===== src/rtl/npu_mac_pkg.sv =====
// Shared widths and the buffered-result payload used by the MAC result drain.
package npu_mac_pkg;

    localparam int unsigned DEF_MAX_GROUPS = 8;
    localparam int unsigned DEF_DATA_WIDTH = 8;

    function automatic int unsigned acc_width(input int unsigned data_width);
        return 4 * data_width;
    endfunction

    function automatic int unsigned ng_width(input int unsigned max_groups);
        return $clog2(max_groups + 1);
    endfunction

    function automatic int unsigned grp_width(input int unsigned max_groups);
        return (max_groups > 1) ? $clog2(max_groups) : 1;
    endfunction

    localparam int unsigned DEF_ACC_WIDTH = acc_width(DEF_DATA_WIDTH);
    localparam int unsigned DEF_NG_W      = ng_width(DEF_MAX_GROUPS);
    localparam int unsigned DEF_VEC_W     = DEF_MAX_GROUPS * DEF_ACC_WIDTH;

    // One returned MAC result together with the group count recorded at issue.
    typedef struct packed {
        logic [DEF_NG_W-1:0]  ng;
        logic [DEF_VEC_W-1:0] vec;
    } result_entry_t;

endpackage


===== src/rtl/sync_fifo.sv =====
// Single-clock FIFO; same-cycle push and pop are legal, including when full.
module sync_fifo #(
    parameter int unsigned WIDTH = 8,
    parameter int unsigned DEPTH = 4
) (
    input  logic                         clk,
    input  logic                         rst,
    input  logic                         push,
    input  logic [WIDTH-1:0]             push_data,
    input  logic                         pop,
    output logic [WIDTH-1:0]             pop_data_c,
    output logic                         full_c,
    output logic                         empty_c,
    output logic [$clog2(DEPTH+1)-1:0]   count_c
);

    localparam int unsigned PTR_W = (DEPTH > 1) ? $clog2(DEPTH) : 1;
    localparam int unsigned CNT_W = $clog2(DEPTH + 1);

    logic [WIDTH-1:0] mem [DEPTH];
    logic [PTR_W-1:0] wr_ptr;
    logic [PTR_W-1:0] rd_ptr;
    logic [CNT_W-1:0] count;
    logic             do_push;
    logic             do_pop;

    assign empty_c    = (count == '0);
    assign full_c     = (count == CNT_W'(DEPTH));
    assign count_c    = count;
    assign pop_data_c = mem[rd_ptr];
    assign do_pop     = pop && !empty_c;
    assign do_push    = push && (!full_c || do_pop);

    // Pointers wrap naturally because DEPTH is a power of two.
    always_ff @(posedge clk) begin
        if (rst) begin
            wr_ptr <= '0;
            rd_ptr <= '0;
            count  <= '0;
        end else begin
            if (do_push) wr_ptr <= wr_ptr + PTR_W'(1);
            if (do_pop)  rd_ptr <= rd_ptr + PTR_W'(1);
            count <= count + CNT_W'(do_push) - CNT_W'(do_pop);
        end
    end

    always_ff @(posedge clk) begin
        if (do_push) mem[wr_ptr] <= push_data;
    end

endmodule


===== src/rtl/mac_result_drain.sv =====
// Buffers MAC result vectors with their issue-time group counts and drains them
// as one accumulator per beat, throttling issue so the buffer cannot overrun.
module mac_result_drain
    import npu_mac_pkg::*;
#(
    parameter int unsigned MAX_GROUPS = DEF_MAX_GROUPS,
    parameter int unsigned DATA_WIDTH = DEF_DATA_WIDTH,
    parameter int unsigned ACC_WIDTH  = acc_width(DATA_WIDTH),
    parameter int unsigned DEPTH      = 4
) (
    input  logic                                 clk,
    input  logic                                 rst,
    input  logic                                 issue_valid,
    output logic                                 issue_ready,
    input  logic [ng_width(MAX_GROUPS)-1:0]      issue_num_groups,
    input  logic                                 mac_valid,
    input  logic [MAX_GROUPS*ACC_WIDTH-1:0]      mac_out,
    output logic                                 out_valid,
    input  logic                                 out_ready,
    output logic [ACC_WIDTH-1:0]                 out_data,
    output logic [grp_width(MAX_GROUPS)-1:0]     out_group,
    output logic                                 out_last,
    output logic                                 err_overflow,
    output logic                                 err_orphan
);

    localparam int unsigned NG_W  = ng_width(MAX_GROUPS);
    localparam int unsigned GRP_W = grp_width(MAX_GROUPS);
    localparam int unsigned CNT_W = $clog2(DEPTH + 1);

    localparam logic [0:0] ST_IDLE   = 1'b0;
    localparam logic [0:0] ST_STREAM = 1'b1;

    logic [0:0]       state;
    logic [0:0]       state_next;
    logic [GRP_W-1:0] grp;
    logic [GRP_W-1:0] grp_next;
    logic [CNT_W-1:0] outstanding;

    logic             issue_accept;
    logic [NG_W-1:0]  ng_clamped;
    logic             tag_push;
    logic             tag_pop;
    logic [NG_W-1:0]  tag_head;
    logic             tag_full;
    logic             tag_empty;
    logic [CNT_W-1:0] tag_count_unused;

    result_entry_t    res_in;
    result_entry_t    res_head;
    logic             res_push;
    logic             res_pop;
    logic             res_full;
    logic             res_empty;
    logic [CNT_W-1:0] res_count;

    logic             zero_arrival;
    logic             beat_last;
    logic             last_hs;

    assign issue_ready  = (outstanding < CNT_W'(DEPTH));
    assign issue_accept = issue_valid && issue_ready;
    assign ng_clamped   = (issue_num_groups > NG_W'(MAX_GROUPS)) ? NG_W'(MAX_GROUPS)
                                                                  : issue_num_groups;
    assign tag_push     = issue_accept && !tag_full;

    // The tag head is registered, so a tag issued this cycle cannot pair with this result.
    assign tag_pop      = mac_valid && !tag_empty;
    assign zero_arrival = tag_pop && (tag_head == '0);
    assign res_push     = tag_pop && (tag_head != '0) && !res_full;
    assign res_in.ng    = tag_head;
    assign res_in.vec   = mac_out;

    sync_fifo #(
        .WIDTH (NG_W),
        .DEPTH (DEPTH)
    ) u_tag_fifo (
        .clk        (clk),
        .rst        (rst),
        .push       (tag_push),
        .push_data  (ng_clamped),
        .pop        (tag_pop),
        .pop_data_c (tag_head),
        .full_c     (tag_full),
        .empty_c    (tag_empty),
        .count_c    (tag_count_unused)
    );

    sync_fifo #(
        .WIDTH ($bits(result_entry_t)),
        .DEPTH (DEPTH)
    ) u_res_fifo (
        .clk        (clk),
        .rst        (rst),
        .push       (res_push),
        .push_data  (res_in),
        .pop        (res_pop),
        .pop_data_c (res_head),
        .full_c     (res_full),
        .empty_c    (res_empty),
        .count_c    (res_count)
    );

    assign out_valid = (state == ST_STREAM);
    assign beat_last = (NG_W'(grp) == (res_head.ng - NG_W'(1)));
    assign out_last  = out_valid && beat_last;
    assign out_group = out_valid ? grp : '0;
    assign out_data  = out_valid ? res_head.vec[grp*ACC_WIDTH +: ACC_WIDTH] : '0;
    assign last_hs   = out_valid && out_ready && beat_last;

    always_ff @(posedge clk) begin
        if (rst) begin
            state <= ST_IDLE;
            grp   <= '0;
        end else begin
            state <= state_next;
            grp   <= grp_next;
        end
    end

    // Next head is only considered already buffered if it sits behind the current one.
    always_comb begin
        state_next = state;
        grp_next   = grp;
        res_pop    = 1'b0;
        case (state)
            ST_IDLE: begin
                if (!res_empty) begin
                    state_next = ST_STREAM;
                    grp_next   = '0;
                end
            end
            ST_STREAM: begin
                if (out_ready) begin
                    if (beat_last) begin
                        res_pop    = 1'b1;
                        grp_next   = '0;
                        state_next = (res_count > CNT_W'(1)) ? ST_STREAM : ST_IDLE;
                    end else begin
                        grp_next = grp + GRP_W'(1);
                    end
                end
            end
            default: begin
                state_next = ST_IDLE;
                grp_next   = '0;
            end
        endcase
    end

    always_ff @(posedge clk) begin
        if (rst) begin
            outstanding  <= '0;
            err_overflow <= 1'b0;
            err_orphan   <= 1'b0;
        end else begin
            outstanding  <= outstanding + CNT_W'(issue_accept) - CNT_W'(last_hs)
                            - CNT_W'(zero_arrival);
            err_overflow <= err_overflow || (issue_valid && !issue_ready);
            err_orphan   <= err_orphan || (mac_valid && tag_empty);
        end
    end

endmodule


===== config.mk =====
export PLATFORM = sky130hd
export DESIGN_NAME = mac_result_drain
export DESIGN_NICKNAME = d
export VERILOG_FILES = /design/src/rtl/npu_mac_pkg.sv /design/src/rtl/sync_fifo.sv /design/src/rtl/mac_result_drain.sv
export SDC_FILE = /design/constraint.sdc
export NUM_CORES = 1
export LEC_CHECK = 0
export ABC_CLOCK_PERIOD_IN_PS = 18700
export CORE_UTILIZATION = 44
export DETAILED_ROUTE_END_ITERATION = 8
export PLACE_DENSITY = 0.63
export RECOVER_POWER = 50
export SLEW_MARGIN = 20
export SYNTH_ARGS = -nofsm -noshare
export SYNTH_HDL_FRONTEND = slang
export SYNTH_SLANG_ARGS = --single-unit
export TNS_END_PERCENT = 1

===== constraint.sdc =====
create_clock -name clk -period 18.7 [get_ports clk]
set_input_delay 3.74 -clock clk [delete_from_list [all_inputs] [get_ports clk]]
set_output_delay 3.74 -clock clk [all_outputs]
set_load 0.02 [all_outputs]

======== After elaboration in Yosys (flattened, before gate mapping) ========
Memories as Yosys holds them, arrays and structs flattened. A register that Yosys moved wholly into a read port is not among the register bits.
Index checks and enable logic that the tools add are counted.
operators by class
  bitwise gates (word level) .............. 1
  mux-type cells .......................... 23
  eq/ne operators ......................... 5
  shifts and indexed selects .............. 1
  add/sub/neg operators ................... 13
  magnitude comparators ................... 3
  reductions and logical operators ........ 29
operators with widths
  cell                 count
  $shiftx 256x9->32    1
  $mux 32              1
  $logic_and 1x1->1    15
  $mux 3               4
  $sub 3x1->3          4
  $mux 1               11
  $add 3x1->3          3
  $add 2x1->2 const B  4
  $mux 2               4
  $eq 3x3->1 const B   2
  $logic_not 3->1      2
  $pmux 3 s2           1
  $logic_not 1->1      5
  $eq 3x4->1           1
  $gt 4x4->1 const B   1
  $logic_not 4->1      1
  $logic_or 1x1->1     4
  $mux 4               1
  $ne 2x2->1 const B   2
  $reduce_bool 4->1    1
  $sub 4x1->4 const B  1
  $add 3x1->3 const B  1
  $gt 3x1->1 const B   1
  $lt 3x3->1 const B   1
  3 further kinds      3
word-level totals
  register bits ........................... 23
  memories ................................ 2
  logic and storage cells ................. 88
  output and inout port bits .............. 40
  input port bits ......................... 265
  bits in writable memories ............... 1056
memories
  memory          depth  width  rd ports  clocked after memory_dff  write ports  RTL line         source
  u_res_fifo.mem  4      260    1         1                         1            sync_fifo.sv:20  logic [WIDTH-1:0] mem [DEPTH];
  u_tag_fifo.mem  4      4      1         1                         1            sync_fifo.sv:20

======== Depth between registers and ports, before layout ========
  depth after elaboration ................. 10
  depth in mapped cells ................... 17
  gate-level depth less buffers ........... 16

======== Hierarchy ========
A second synthesis with hierarchy kept.
second synthesis, totals
  cell total of the unflattened synthesis .. 1697
  area total of the unflattened synthesis .. 41783.8 µm²
by module, submodules not included
  module                  area each (µm²)  times used  seq. area each (µm²)  cells each
  sync_fifo (u_res_fifo)  37981.4          1           31410.1               1405
  mac_result_drain        2732.6           1           180.2                 225
  sync_fifo (u_tag_fifo)  1069.8           1           660.6                 67

======== Least setup slack after synthesis ========
OpenSTA, ideal clock, no wires.
  kind .................................... input -> register
  start ................................... input port mac_valid
  end ..................................... memory u_res_fifo.mem[0][0] (netlist bit), enable pin
  setup time .............................. 0.654 ns
  buffers on the path ..................... 0
  required time ........................... 18.046 ns
  stages on the path ...................... 3
  path slack .............................. 7.694 ns
  arrival ................................. 10.352 ns
  cell sequence ........................... nor2b_1 nor3b_2 and2_1
on the way
  word-level cells in the longest chain between the ends .. 6
RTL lines
  element                         RTL line                source
  start, declared                 mac_result_drain.sv:16  input logic mac_valid,
  $logic_and 1x1->1               mac_result_drain.sv:68  assign tag_pop = mac_valid && !tag_empty;
  $logic_and 1x1->1 (2 in a row)  mac_result_drain.sv:70  assign res_push = tag_pop && (tag_head != '0) && !res_full;
  $logic_and 1x1->1               sync_fifo.sv:32         assign do_push = push && (!full_c || do_pop);
  $mux 1                          sync_fifo.sv:48         if (do_push) mem[wr_ptr] <= push_data;
  $mux 1 (not written as such)    sync_fifo.sv:48
  end, declared                   sync_fifo.sv:20
Every way passes these cells.

==> summary.md <==
| Metric | Value |
|---|---|
| Status | `finished, final reports clean` |
| Critical path class | `flip-flop to primary output` |
| Worst r2r dst | `u_res_fifo.mem[1][16]` |
| Min Hold Slack | `475 ps` |
| HP Class | `flip-flop to flip-flop` |
| Worst Tran Pin Value | `roughly 1100 ps` |
| Setup crit end | `out_data[8]` |
| Startpoint Class | `flip-flop` |
| Maximum Capacitance Violations | `0` |
| Crit-path slowest cell | `buf_4` |
| Setup crit end kind | `primary output` |
| DRC | `0` |
| Routed WL per cell | `between 20 and 30 um` |
| TritonRoute pass-1 iters | `5` |
| Synthesized cell area | `roughly 0.042 sq mm` |
| Largest net degree at the start of global routing | `between 150 and 200` |
| Top delay family on crit path | `buffers and inverters` |
| Worst R2R Path Depth | `7` |
| Fill cells | `just over 7000` |
| Syn Inst Count | `around 1700` |
| Drt via density | `approximately 5.5` |
| Initial antenna violation count | `84` |
| First-pass GRT wire length | `130000 um` |
| # nets final | `~2300` |
| Peak supply drop | `a little over 0.1 mV` |
| Syn. warnings | `0` |
| Dpl hpwl | `approximately 53000 um` |
| CP Depth | `7` |
| Post-cts sizing count | `0` |
| Post-route antenna net violation count | `0` |
| Leakage | `15.0 nW` |
| Crit-path max FO | `47` |
| Synth Flop Type | `edfxtp_1` |
| Vias in the first global route | `a little under 20000` |
| # setup viols final | `0` |
| Post-synth top area cell | `edfxtp_1` |
| Die height | `between 300 and 400 um` |
| Clock-pin slew on the worst setup and hold paths | `approximately 60 ps` |
| Rows | `roughly 110` |
| Req. time, crit path | `roughly 15000 ps` |
| Syn avg cell area | `24.5 sq um` |
| Largest stage delay on the critical path | `830 ps` |
| Area of the die | `0.0957 sq mm` |
| Area after DPL | `0.0460 sq mm` |
| Global Route Usage Sum | `0.188` |
| Ys async rst share | `0` |
| Clock Tree Root | `clkbuf_16` |
| Routed WL | `between 80000 and 90000 um` |
| Area growth syn-to-layout | `19.0%` |
| Distinct cells, synth | `34` |
| EDFF count, synth | `approximately 1100` |
| Final std cells w/o fill | `approximately 3400` |
| Placed cell count | `~3200` |
| Vias after detailed routing | `18643` |
| Initial Utilization | `0.444` |
| Relative slew slack | `0.236` |
| Yosys top cell area share | `0.763` |
| H-Tree Depth | `3` |
| Final Hold Fails | `0` |
| Clock Sinks | `around 1100` |
| Core area | `0.0935 sq mm` |
| Syn nets | `around 2000` |
| Ranking of synthesized cells by area | `edfxtp_1 76%, mux4_2 18%, dfxtp_1 1.3%` |
| Hold_buf cts | `0` |
| Grt ovf | `0` |
| Worst-path cell chain | `buf_4 > buf_4 > mux4_2 > mux4_2 > mux2i_1 > nor2b_1 > clkdlybuf4s50_1` |
| R2R Setup Slk | `about 14000 ps` |
| Achievable Freq | `around 0.11 GHz` |
| Arr. time, crit path | `between 5000 and 6000 ps` |
| Final Skew | `approximately 20 ps` |
| Most frequent cell after synthesis | `edfxtp_1` |
| Port Buf Inserts | `around 300` |
| Number of synthesized register bits | `about 1100` |
| Seq/Total Area, Yosys | `0.776` |
| TNS Setup | `0 ps` |
| CTS tree | `built` |
| DIE WIDTH | `between 300 and 400 um` |
| Post-route cell area | `0.0494 sq mm` |
| Buf/Inv on CP | `3` |
| Max Root-Sink Buffers | `3` |
| Iteration-0 DRC Markers | `roughly 1400` |
| Setup bufs post-CTS | `0` |
| Minimum clock period | `between 8000 and 9000 ps` |
| Slew Viols, Final | `0` |
| Clk_lat worst skew | `670 ps` |
| Final Cycle Share | `0.473` |
| Number of CTS-inserted buffers | `110` |
| RSZ-0062 raised after global routing | `no` |
| Final Wtd Congestion | `roughly 0.76` |
| Pwr/cell area | `between 100 and 150 mW/mm^2` |
| Num ports | `approximately 310` |
| Post-synth top cells | `1056 x edfxtp_1, 328 x mux4_2, 49 x clkbuf_1` |
| Share of layout cells above drive strength 1 | `0.241` |
-- area by class of cell --
cell class / instances / area [sq um] / share of cell area
Sequential cell: 1083 / 32300 / 0.653
Multi-Input combinational cell: 512 / 8860 / 0.179
Timing Repair Buffer: 327 / 3270 / 0.0660
Clock buffer: 148 / 2970 / 0.0600
Tap cell: 1254 / 1570 / 0.0317
Clock inverter: 55 / 398 / 0.00805
Inverter: 16 / 60.1 / 0.00121
Antenna cell: 23 / 57.6 / 0.00116
-- per-layer routing --
metal	routed length, um	up-vias	global-route usage
li1	-	7995	-
met1	34200	9823	0.234
met2	44900	538	0.316
met3	6840	235	0.0629
met4	2380	52	0.0493
met5	334	-	0
-- cell usage in the layout (no fill, tap or decap), drive strengths merged, types with 4 or more instances in the layout --
cell	n
a21oi	5
and2	13
buf	23
bufinv	4
clkbuf	148
clkdlybuf4s50	44
clkinv	44
clkinvlp	4
dfxtp	27
diode	23
dlygate4sd3	260
edfxtp	1056
ha	17
inv	19
mux2	4
mux2i	34
mux4	328
nand2	10
nor2	20
nor2b	46
nor3	4
nor4	4
xnor2	7
xor2	7
-- power breakdown --
part           switching (mW)  internal [mW]  leakage (nW)  total (mW)
sequential             0.0912           3.02          9.81        3.11
clock                   0.880           1.17          1.64        2.05
combinational           0.454          0.374          3.60       0.828
-- worst register-to-register path: cells and delay by family (launching register included) --
| family | cells | cell delay, ps |
|---|---|---|
| and+or+nand+nor | 3 | 1160 |
| buffers and inverters | 3 | 2580 |
| DFF | 1 | 470 |
| muxes | 1 | 360 |
-- registers in the layout, indices dropped and copies added (netlist names), named ones only --
signal              flops
grp                     3
outstanding             3
u_tag_fifo.rd_ptr       2
u_tag_fifo.wr_ptr       2
u_res_fifo.mem       1040
u_tag_fifo.count_c      3
err_orphan              1
u_res_fifo.count_c      3
err_overflow            1
out_valid               1
u_tag_fifo.mem         16
u_res_fifo.wr_ptr       2
u_res_fifo.rd_ptr       2
-- metrics by stage --
step           setup WS (ps)  total power, mW  utilization
4_1_cts                 9610             6.08        0.528
6_report                9850             5.98        0.529
3_3_place_gp           10360             4.00        0.492
5_1_grt                 9400             6.22        0.529
3_5_place_dp           10360             4.03        0.492
2_1_floorplan           7690             3.74            -
-- logic make-up after synthesis --
kind of cell    share of synthesized area
fa+ha+maj                         0.00657
compound gates                    0.00211
xor+xnor                          0.00340
buf+inv                            0.0105
flops                               0.776
simple gates                       0.0140
mux                                 0.187
-- worst min-delay path by stage --
stage | start | endpoint | slack (ps) | depth (start not counted)
floorplan | outstanding[2] | err_overflow | 480 | 2
global placement | err_orphan | err_orphan | 450 | 2
detailed placement | err_overflow | err_overflow | 470 | 2
CTS | err_overflow | err_overflow | 490 | 2
global route | err_orphan | err_orphan | 510 | 2
finish | err_overflow | err_overflow | 470 | 2
(Power assumes the default switching activity.)
